## config.mk

```make
export PLATFORM = sky130hd
export DESIGN_NAME = spi_ram
export DESIGN_NICKNAME = d
export VERILOG_FILES = /design/src/rtl/spi_ram_pkg.sv /design/src/rtl/spi_ram_ram.sv /design/src/rtl/spi_ram.sv
export SDC_FILE = /design/constraint.sdc
export NUM_CORES = 2
export LEC_CHECK = 0
export BUFFER_PORTS_ARGS = -buffer_cell sky130_fd_sc_hd__buf_4
export CELL_PAD_IN_SITES_DETAIL_PLACEMENT = 0
export CELL_PAD_IN_SITES_GLOBAL_PLACEMENT = 1
export CORE_MARGIN = 1
export CORE_UTILIZATION = 55
export CTS_BUF_LIST = sky130_fd_sc_hd__clkbuf_8
export DETAILED_ROUTE_END_ITERATION = 6
export MAX_ROUTING_LAYER = met4
export PLACE_DENSITY_LB_ADDON = 0.1
export SLEW_MARGIN = 20
export SYNTH_ARGS = -nofsm -noshare
export SYNTH_HDL_FRONTEND = slang
export SYNTH_SLANG_ARGS = --single-unit
```

## constraint.sdc

```tcl
create_clock -name clk -period 9.48 [get_ports clk]
set_clock_uncertainty 0.05 [all_clocks]
set_input_delay 1.896 -clock clk [delete_from_list [all_inputs] [get_ports clk]]
set_output_delay 1.896 -clock clk [all_outputs]
set_load 0.1 [all_outputs]
```

## src/rtl/spi_ram_pkg.sv

```systemverilog
// Shared definitions for the SPI-attached RAM: command opcodes and FSM state encoding.
package spi_ram_pkg;

  localparam int OPCODE_W = 2;

  typedef enum logic [OPCODE_W-1:0] {
    CMD_WR_ADDR = 2'b00,
    CMD_WR_DATA = 2'b01,
    CMD_RD_ADDR = 2'b10,
    CMD_RD_DATA = 2'b11
  } cmd_e;

  typedef enum logic {
    S_IDLE    = 1'b0,
    S_TX_HOLD = 1'b1
  } state_e;

endpackage

```

## src/rtl/spi_ram_ram.sv

```systemverilog
// Single-port synchronous RAM with registered read; a write cycle leaves the read register untouched.
module ram_sp_sync #(
  parameter int WIDTH = 8,
  parameter int DEPTH = 256,
  parameter int AW    = (DEPTH > 1) ? $clog2(DEPTH) : 1
) (
  input  logic             clk,
  input  logic             we,
  input  logic             re,
  input  logic [AW-1:0]    addr,
  input  logic [WIDTH-1:0] wdata,
  output logic [WIDTH-1:0] rdata
);

  logic [WIDTH-1:0] mem_q [DEPTH];
  logic [WIDTH-1:0] rdata_q;

  always_ff @(posedge clk) begin
    if (we) begin
      mem_q[addr] <= wdata;
    end else if (re) begin
      rdata_q <= mem_q[addr];
    end
  end

  assign rdata = rdata_q;

endmodule

```

## src/rtl/spi_ram.sv

```systemverilog
// Command-driven RAM behind an SPI slave: address/data commands, auto-incrementing bursts,
// and a read path that holds dout/tx_valid for TX_HOLD cycles while the serializer shifts it out.
module spi_ram
  import spi_ram_pkg::*;
#(
  parameter int DATA_SIZE = 8,
  parameter int MEM_DEPTH = 256,
  parameter int TX_HOLD   = 10
) (
  input  logic                 clk,
  input  logic                 rst_n,
  input  logic [DATA_SIZE+1:0] din,
  input  logic                 rx_valid,
  output logic [DATA_SIZE-1:0] dout,
  output logic                 tx_valid,
  output logic                 cmd_err
);

  localparam int AW = (MEM_DEPTH > 1) ? $clog2(MEM_DEPTH) : 1;
  localparam int CW = (TX_HOLD > 0) ? $clog2(TX_HOLD + 1) : 1;
  localparam logic [AW-1:0] ADDR_LAST = AW'(MEM_DEPTH - 1);
  localparam logic [CW-1:0] HOLD_LOAD = CW'(TX_HOLD);

  function automatic logic [AW-1:0] to_addr(input logic [DATA_SIZE-1:0] p);
    return AW'(32'(p) % 32'(MEM_DEPTH));
  endfunction

  function automatic logic [AW-1:0] next_addr(input logic [AW-1:0] a);
    return (a == ADDR_LAST) ? '0 : a + AW'(1);
  endfunction

  state_e               state_q, state_d;
  logic [CW-1:0]        cnt_q, cnt_d;
  logic [DATA_SIZE-1:0] dout_q, dout_d;
  logic                 tx_valid_q, tx_valid_d;
  logic                 cmd_err_q, cmd_err_d;
  logic [AW-1:0]        wr_addr_q, wr_addr_d;
  logic [AW-1:0]        rd_addr_q, rd_addr_d;
  logic                 wr_vld_q, wr_vld_d;
  logic                 rd_vld_q, rd_vld_d;
  logic                 rx_prev_q, rx_prev_d;

  logic                 accept;
  cmd_e                 op;
  logic [DATA_SIZE-1:0] payload;
  logic                 ram_we, ram_re;
  logic [AW-1:0]        ram_addr;
  logic [DATA_SIZE-1:0] ram_rdata;

  assign accept  = rx_valid & ~rx_prev_q;
  assign op      = cmd_e'(din[DATA_SIZE+1:DATA_SIZE]);
  assign payload = din[DATA_SIZE-1:0];

  ram_sp_sync #(
    .WIDTH (DATA_SIZE),
    .DEPTH (MEM_DEPTH),
    .AW    (AW)
  ) u_ram (
    .clk   (clk),
    .we    (ram_we),
    .re    (ram_re),
    .addr  (ram_addr),
    .wdata (payload),
    .rdata (ram_rdata)
  );

  always_comb begin
    state_d    = state_q;
    cnt_d      = cnt_q;
    dout_d     = dout_q;
    tx_valid_d = 1'b0;
    cmd_err_d  = 1'b0;
    wr_addr_d  = wr_addr_q;
    rd_addr_d  = rd_addr_q;
    wr_vld_d   = wr_vld_q;
    rd_vld_d   = rd_vld_q;
    rx_prev_d  = rx_valid;
    ram_we     = 1'b0;
    ram_re     = 1'b0;
    ram_addr   = wr_addr_q;

    // RAM read data lands one cycle after acceptance; capture it once, at the full count.
    if (state_q == S_TX_HOLD) begin
      if (cnt_q == '0) begin
        state_d = S_IDLE;
      end else begin
        tx_valid_d = 1'b1;
        cnt_d      = cnt_q - CW'(1);
        if (cnt_q == HOLD_LOAD) begin
          dout_d = ram_rdata;
        end
      end
    end

    if (accept) begin
      case (op)
        CMD_WR_ADDR: begin
          wr_addr_d = to_addr(payload);
          wr_vld_d  = 1'b1;
        end
        CMD_WR_DATA: begin
          if (wr_vld_q) begin
            ram_we    = 1'b1;
            ram_addr  = wr_addr_q;
            wr_addr_d = next_addr(wr_addr_q);
          end else begin
            cmd_err_d = 1'b1;
          end
        end
        CMD_RD_ADDR: begin
          rd_addr_d = to_addr(payload);
          rd_vld_d  = 1'b1;
        end
        CMD_RD_DATA: begin
          if (rd_vld_q && state_q == S_IDLE) begin
            ram_re    = 1'b1;
            ram_addr  = rd_addr_q;
            rd_addr_d = next_addr(rd_addr_q);
            state_d   = S_TX_HOLD;
            cnt_d     = HOLD_LOAD;
          end else begin
            cmd_err_d = 1'b1;
          end
        end
      endcase
    end
  end

  always_ff @(posedge clk) begin
    if (!rst_n) begin
      state_q    <= S_IDLE;
      cnt_q      <= '0;
      dout_q     <= '0;
      tx_valid_q <= 1'b0;
      cmd_err_q  <= 1'b0;
      wr_addr_q  <= '0;
      rd_addr_q  <= '0;
      wr_vld_q   <= 1'b0;
      rd_vld_q   <= 1'b0;
      rx_prev_q  <= 1'b0;
    end else begin
      state_q    <= state_d;
      cnt_q      <= cnt_d;
      dout_q     <= dout_d;
      tx_valid_q <= tx_valid_d;
      cmd_err_q  <= cmd_err_d;
      wr_addr_q  <= wr_addr_d;
      rd_addr_q  <= rd_addr_d;
      wr_vld_q   <= wr_vld_d;
      rd_vld_q   <= rd_vld_d;
      rx_prev_q  <= rx_prev_d;
    end
  end

  assign dout     = dout_q;
  assign tx_valid = tx_valid_q;
  assign cmd_err  = cmd_err_q;

endmodule

```

=== After elaboration in Yosys (flattened, before gate mapping) ===
Memories as Yosys holds them, arrays and structs flattened. A register that Yosys moved wholly into a read port is not among the register bits.
Index checks and enable logic that the tools add are counted.

* Bits of input ports: 13
* Output and inout bits: 10
* Bits in registers: 34
* Word-level logic and storage cells: 69
* Memories kept: 1
* RAM bits: 2,048

{| class="wikitable"
|+ Memories
! memory !! words !! bits a word !! read ports !! clocked after Yosys merged registers in !! wr ports !! RTL line !! text
|-
| u_ram.mem_q || 256 || 8 || 1 || 1 || 1 || spi_ram_ram.sv:15 || <nowiki>logic [WIDTH-1:0] mem_q [DEPTH];</nowiki>
|}

* Multiplexer cells: 30
* Reductions and logical operators: 12
* Add/subtract/negate cells: 3
* Equal/unequal tests: 8
* Bitwise logic cells: 5

{| class="wikitable"
|+ Operators with widths
! cell !! count
|-
| 8-bit 2-to-1 mux || 7
|-
| 8-bit case mux with 2 select lines || 2
|-
| 4-bit 2-to-1 mux || 5
|-
| 8-bit by 1-bit adder with 8-bit output, second input constant || 2
|-
| 8-bit == test, second input constant || 2
|-
| 1-bit 2-to-1 mux || 15
|-
| 3-bit AND reduction || 3
|-
| 2-bit AND reduction || 4
|-
| 2-bit == test, second input constant || 2
|-
| 4-bit == test, second input constant || 1
|-
| 4-bit logical NOT || 1
|-
| 2-bit inequality test, second input constant || 2
|-
| 1-bit inverter || 4
|-
| 2-bit nonzero test || 2
|-
| 4-bit by 1-bit subtractor with 4-bit output, second input constant || 1
|-
| 2-bit by 1-bit == test with 1-bit output, second input constant || 1
|-
| 2-bit logical NOT || 1
|-
| 1-bit case mux with 2 select lines || 1
|-
| 1-bit AND || 1
|-
| 1-bit logical AND || 1
|}

=== Logic depth before layout (Yosys ltp) ===
* Depth in word-level cells: 6
* Depth in mapped cells: 13
* Mapped depth without buffers: 8

=== Modules after synthesis ===
From an unflattened synthesis, not the netlist that was laid out.

* Cells, all modules: 3,789
* Area total of the unflattened synthesis: 80,428.4 um^2

{| class="wikitable"
|+ Modules (own cells, without submodules)
! module !! cells each !! seq. area each (um^2) !! area an instance (um^2) !! times used
|-
| ram_sp_sync || 3,547 || 61,739.2 || 78,560.3 || 1
|-
| spi_ram || 242 || 680.7 || 1,868.0 || 1
|}

=== Least setup slack after synthesis ===
No wires, ideal clock.

* Kind: input -> register
* From: input port din[9]
* To: memory u_ram.mem_q[198][0], enable pin
* Required time: 9,060 ps
* Library setup time: 370 ps
* Slack: 4,966 ps
* Stages: 9
* Arrival: 4,094 ps
* Buffers on the path: 3
* Path through: and2_1 -> buf_4 -> nand2_1 -> inv_2 -> o31ai_1 -> clkbuf_1 -> nand2_1 -> clkbuf_1 -> nor2_1

* Cells in the longest elaborated chain, start to end: 5
* Elaborated cells on any way between the ends: 8
* Classes of those cells: 2 x eq/ne; 6 x mux

{| class="wikitable"
|+ Ends and longest elaborated chain
! what !! RTL line !! text
|-
| from (decl) || spi_ram.sv:12 || <nowiki>input logic [DATA_SIZE+1:0] din,</nowiki>
|-
| 2-bit by 1-bit == test with 1-bit output || spi_ram.sv:96 || <nowiki>case (op)</nowiki>
|-
| 1-bit 2-to-1 mux || spi_ram.sv:96 ||
|-
| 1-bit 2-to-1 mux || spi_ram.sv:95 || <nowiki>if (accept) begin</nowiki>
|-
| 1-bit 2-to-1 mux || spi_ram_ram.sv:19 || <nowiki>if (we) begin</nowiki>
|-
| 1-bit 2-to-1 mux (implied by the code) || spi_ram_ram.sv:20 || <nowiki>mem_q[addr] <= wdata;</nowiki>
|-
| to (decl) || spi_ram_ram.sv:15 ||
|}

Parallel ways exist; a longest one is shown, timed or not.

=== Worst setup path in the final report ===
* From: input port din[8]
* To: register u_ram.rdata_q[5] (netlist: u_ram.rdata[5]) (read register of u_ram.mem_q), data pin

* Cells in the longest elaborated chain, start to end: 5
* Elaborated cells on any way between the ends: 10
* Classes of those cells: 2 x eq/ne; 6 x mux; 1 x bitwise; 1 x reduce/logical

{| class="wikitable"
|+ Ends and longest elaborated chain
! what !! RTL line !! text
|-
| 2-bit by 1-bit == test with 1-bit output || spi_ram.sv:96 ||
|-
| 1-bit 2-to-1 mux || spi_ram.sv:96 ||
|-
| 1-bit 2-to-1 mux || spi_ram.sv:95 ||
|-
| 1-bit inverter (no line) || n/a ||
|-
| 2-bit AND reduction (no line) || n/a ||
|-
| to (decl) || spi_ram_ram.sv:16 || <nowiki>logic [WIDTH-1:0] rdata_q;</nowiki>
|}

Parallel ways exist; a longest one is shown, timed or not.
A chain may end at the register's enable or synchronous reset.

==> results.json <==
{
  "status": "finished, final reports clean",
  "crit_type": "in2reg",
  "cp_data_arrival_time_ps": 6980,
  "drtIter0Drc": 6304,
  "fin_ws_ps": 3170,
  "clockBufferDepth": 4,
  "cts_tree": "done",
  "viasPerCell": 6.78,
  "max_freq_mhz": 159,
  "first_pass_iters": 6,
  "async_flop_share": 0,
  "syn_nets": 5186,
  "die_x_um": 384,
  "nets": 5213,
  "htree_levels": 5,
  "ys_warn_count": 0,
  "cp.required_ps": 10150,
  "cts_hold_buf": 0,
  "finalSetupTns_ps": 0,
  "path_cells": "buf_4 > and2_1 > nand2_1 > a31oi_4 > buf_4 > buf_4 > a41oi_1 > nor4_1 > o21ai_0 > and4b_1 > nor4_1",
  "finalCritPeriodShare": 0.666,
  "grt.overflow.total": 0,
  "drt-total-wl_mm": 232,
  "io_buffers": 22,
  "synth-main-ff-cell": "edfxtp_1",
  "leakagePower_nw": 26.1,
  "use_met2": 0.488,
  "clk_latency_ps": 1000,
  "grt-busiest-layer": "met2",
  "r2r_cells": 7,
  "wl_per_cell_um": 31.6,
  "slew_headroom": 0.0933,
  "hold_violations": 0,
  "power_density_nw_per_um2": 203,
  "rsz0062_at_grt": "no",
  "grt_util_all_layers": 0.321,
  "ir_worst_vdd_mv": 0.153,
  "ys_ff_latch": 2090,
  "met1_usage": 0.446,
  "synth_edf_count": 2056,
  "worstSetupPathDepth": 11,
  "grt_first_pass_wirelength_mm": 334,
  "fp-row-count": 139,
  "gp_congestion": 0.866,
  "crit_fanout": 20,
  "synth_area_per_cell_um2": 15.5,
  "dp_hpwl_mm": 127,
  "synthCells": 5169,
  "synth_area_um2": 80300,
  "max_stage_delay_ps": 920,
  "finalPower_mw": 17.9,
  "antenna_found_initial": 9,
  "antenna_left": 0,
  "grt_pass1_vias": 47400,
  "start_util": 0.557,
  "area_growth_pct": 9.90,
  "grt_max_degree": 193,
  "fin_crit_ps": 6310,
  "cts.sinks": 2090,
  "root_buffer": "clkbuf_8",
  "drive_gt1_frac": 0.107,
  "dpl_worst_slack_ps": 2250,
  "start_kind": "input pin",
  "critical-path-slowest-cell": "a31oi_4",
  "drcViolationCount": 0,
  "holdCritPathClass": "reg2reg",
  "tightest_slew_ps": 1340,
  "place_inst": 6752,
  "io_pins": 23,
  "cp_num_buf_inv": 3,
  "path_delay_family": "simple AND/OR/NAND/NOR gates",
  "maxSlewViolCount": 0,
  "clk_transition_reported_paths_ps": 70,
  "core_area_um2": 144000,
  "dieArea_um2": 148000,
  "hold_depth": 2,
  "use_met3": 0.0533,
  "worst_path_most_repeated_cell": "buf_4",
  "setup_violations": 0,
  "vias": 49700,
  "cts-buffers-inserted": 345,
  "drv_cap": 0,
  "worstSetupEndpointType": "flip-flop",
  "ys_types": 59,
  "post_cts_resized": 0,
  "die_y_um": 384,
  "yosysSeqAreaShare": 0.777,
  "whs_ps": 405,
  "stdcell_count": 7333,
  "cts_setup_buffers": 0
}
[power breakdown]
part | switching (mW) | internal (mW)
sequential | 0.00664 | 10.2
combinational | 0.570 | 0.178
clock | 3.43 | 3.57
total | 4.01 | 13.9
[layer usage]
| layer | routed length, um | up-vias | part of all wire |
|---|---|---|---|
| li1 | - | 21100 | - |
| met1 | 94100 | 25500 | 0.41 |
| met2 | 110000 | 2721 | 0.48 |
| met3 | 19800 | 445 | 0.085 |
| met4 | 7670 | 0 | 0.033 |
| met5 | 0 | - | 0 |
[path summary, 6_finish.rpt]
kind              startpoint                  to  slack [ps]
setup / recovery      din[8]      u_ram.rdata[5]        3170
hold / removal       dout[4]             dout[4]         400
hold reg to reg      dout[4]             dout[4]         400
setup reg to reg     state_q  u_ram.mem_q[24][5]        4190
[per-stage QoR]
| stage | util | instance area [um2] |
|---|---|---|
| 6_report | 0.612 | 88300 |
| 3_3_place_gp | 0.570 | 82200 |
| 5_1_grt | 0.612 | 88200 |
| 4_1_cts | 0.612 | 88200 |
| 2_1_floorplan | - | 80300 |
| 3_5_place_dp | 0.571 | 82300 |
[area by class of cell]
cell class                 count  area, um2
sequential                  2090      62400
fill                       10700      55900
multi-input combinational   2631      16300
clock buffer                 355       4890
tap                         1903       2380
timing repair buffer         113       1240
clock inverter               219       1010
inverter                      15       56.3
antenna                        7       17.5
[synthesized netlist by cell type (3+ instances only)]
cell type  number  area [um2]
nand3_1        12        60.1
and4bb_1        8         100
and4b_1        23         230
buf_2         146         731
or3_1           4        25.0
o21ai_1         8        40.0
o31ai_1         4        30.0
a41oi_1       192        1680
a31oi_1         6        37.5
buf_6          12         135
o22ai_1        15        93.8
o32ai_1         3        26.3
o21ai_0       798        3990
dfxtp_1        34         681
nor3_1          4        20.0
or2_1           3        18.8
buf_1          16        60.1
buf_4          12        90.1
clkbuf_1      247         927
ha_1            4        50.1
a21oi_1       346        1730
nor2_1        289        1080
nand2_1        70         263
a22oi_1       646        4850
nand2b_1       10        62.6
or2_2           5        31.3
inv_1          13        48.8
and3_1          3        18.8
nor2b_1         5        31.3
o41ai_1        80         701
o21a_1          3        22.5
nor4_1         57         357
edfxtp_1     2056       61700
[flip-flops by register name (all words and copies together) (netlist names)]
name,flops
u_ram.mem_q,2048
dout,8
rd_addr_q,8
u_ram.rdata,8
wr_addr_q,8
cnt_q,4
cmd_err,1
rd_vld_q,1
rx_prev_q,1
state_q,1
tx_valid,1
wr_vld_q,1
[cell usage in the layout (no fill, tap or decap), types with 23 or more instances in the layout]
master       n
a41oi_1    192
buf_12      27
o21ai_0    797
buf_4       75
nand2_1     54
clkinv_2    31
a21oi_1    344
a22oi_1    646
o41ai_1     62
nor4_1      54
edfxtp_1  2056
inv_1      125
nor2_1     289
clkbuf_8   355
dfxtp_1     34
clkinv_1    67
and4b_1     23
[worst min-delay path, stage by stage, from the launching register on]
cell and delay (ps):
dfxtp_1 310, nand2_1 50, a21oi_1 50
[cell families after synthesis]
logic type | count (synthesis) | share of synthesized area
AO/OA/AOI/OAI | 2114 | 0.166
flip-flops | 2090 | 0.777
AND/OR/NAND/NOR | 512 | 0.0312
XOR/XNOR | 1 | 0.000109
adder cells (fa/ha/maj) | 4 | 0.000623
buffers and inverters | 448 | 0.0249
Power figures use the tool's default switching activity.
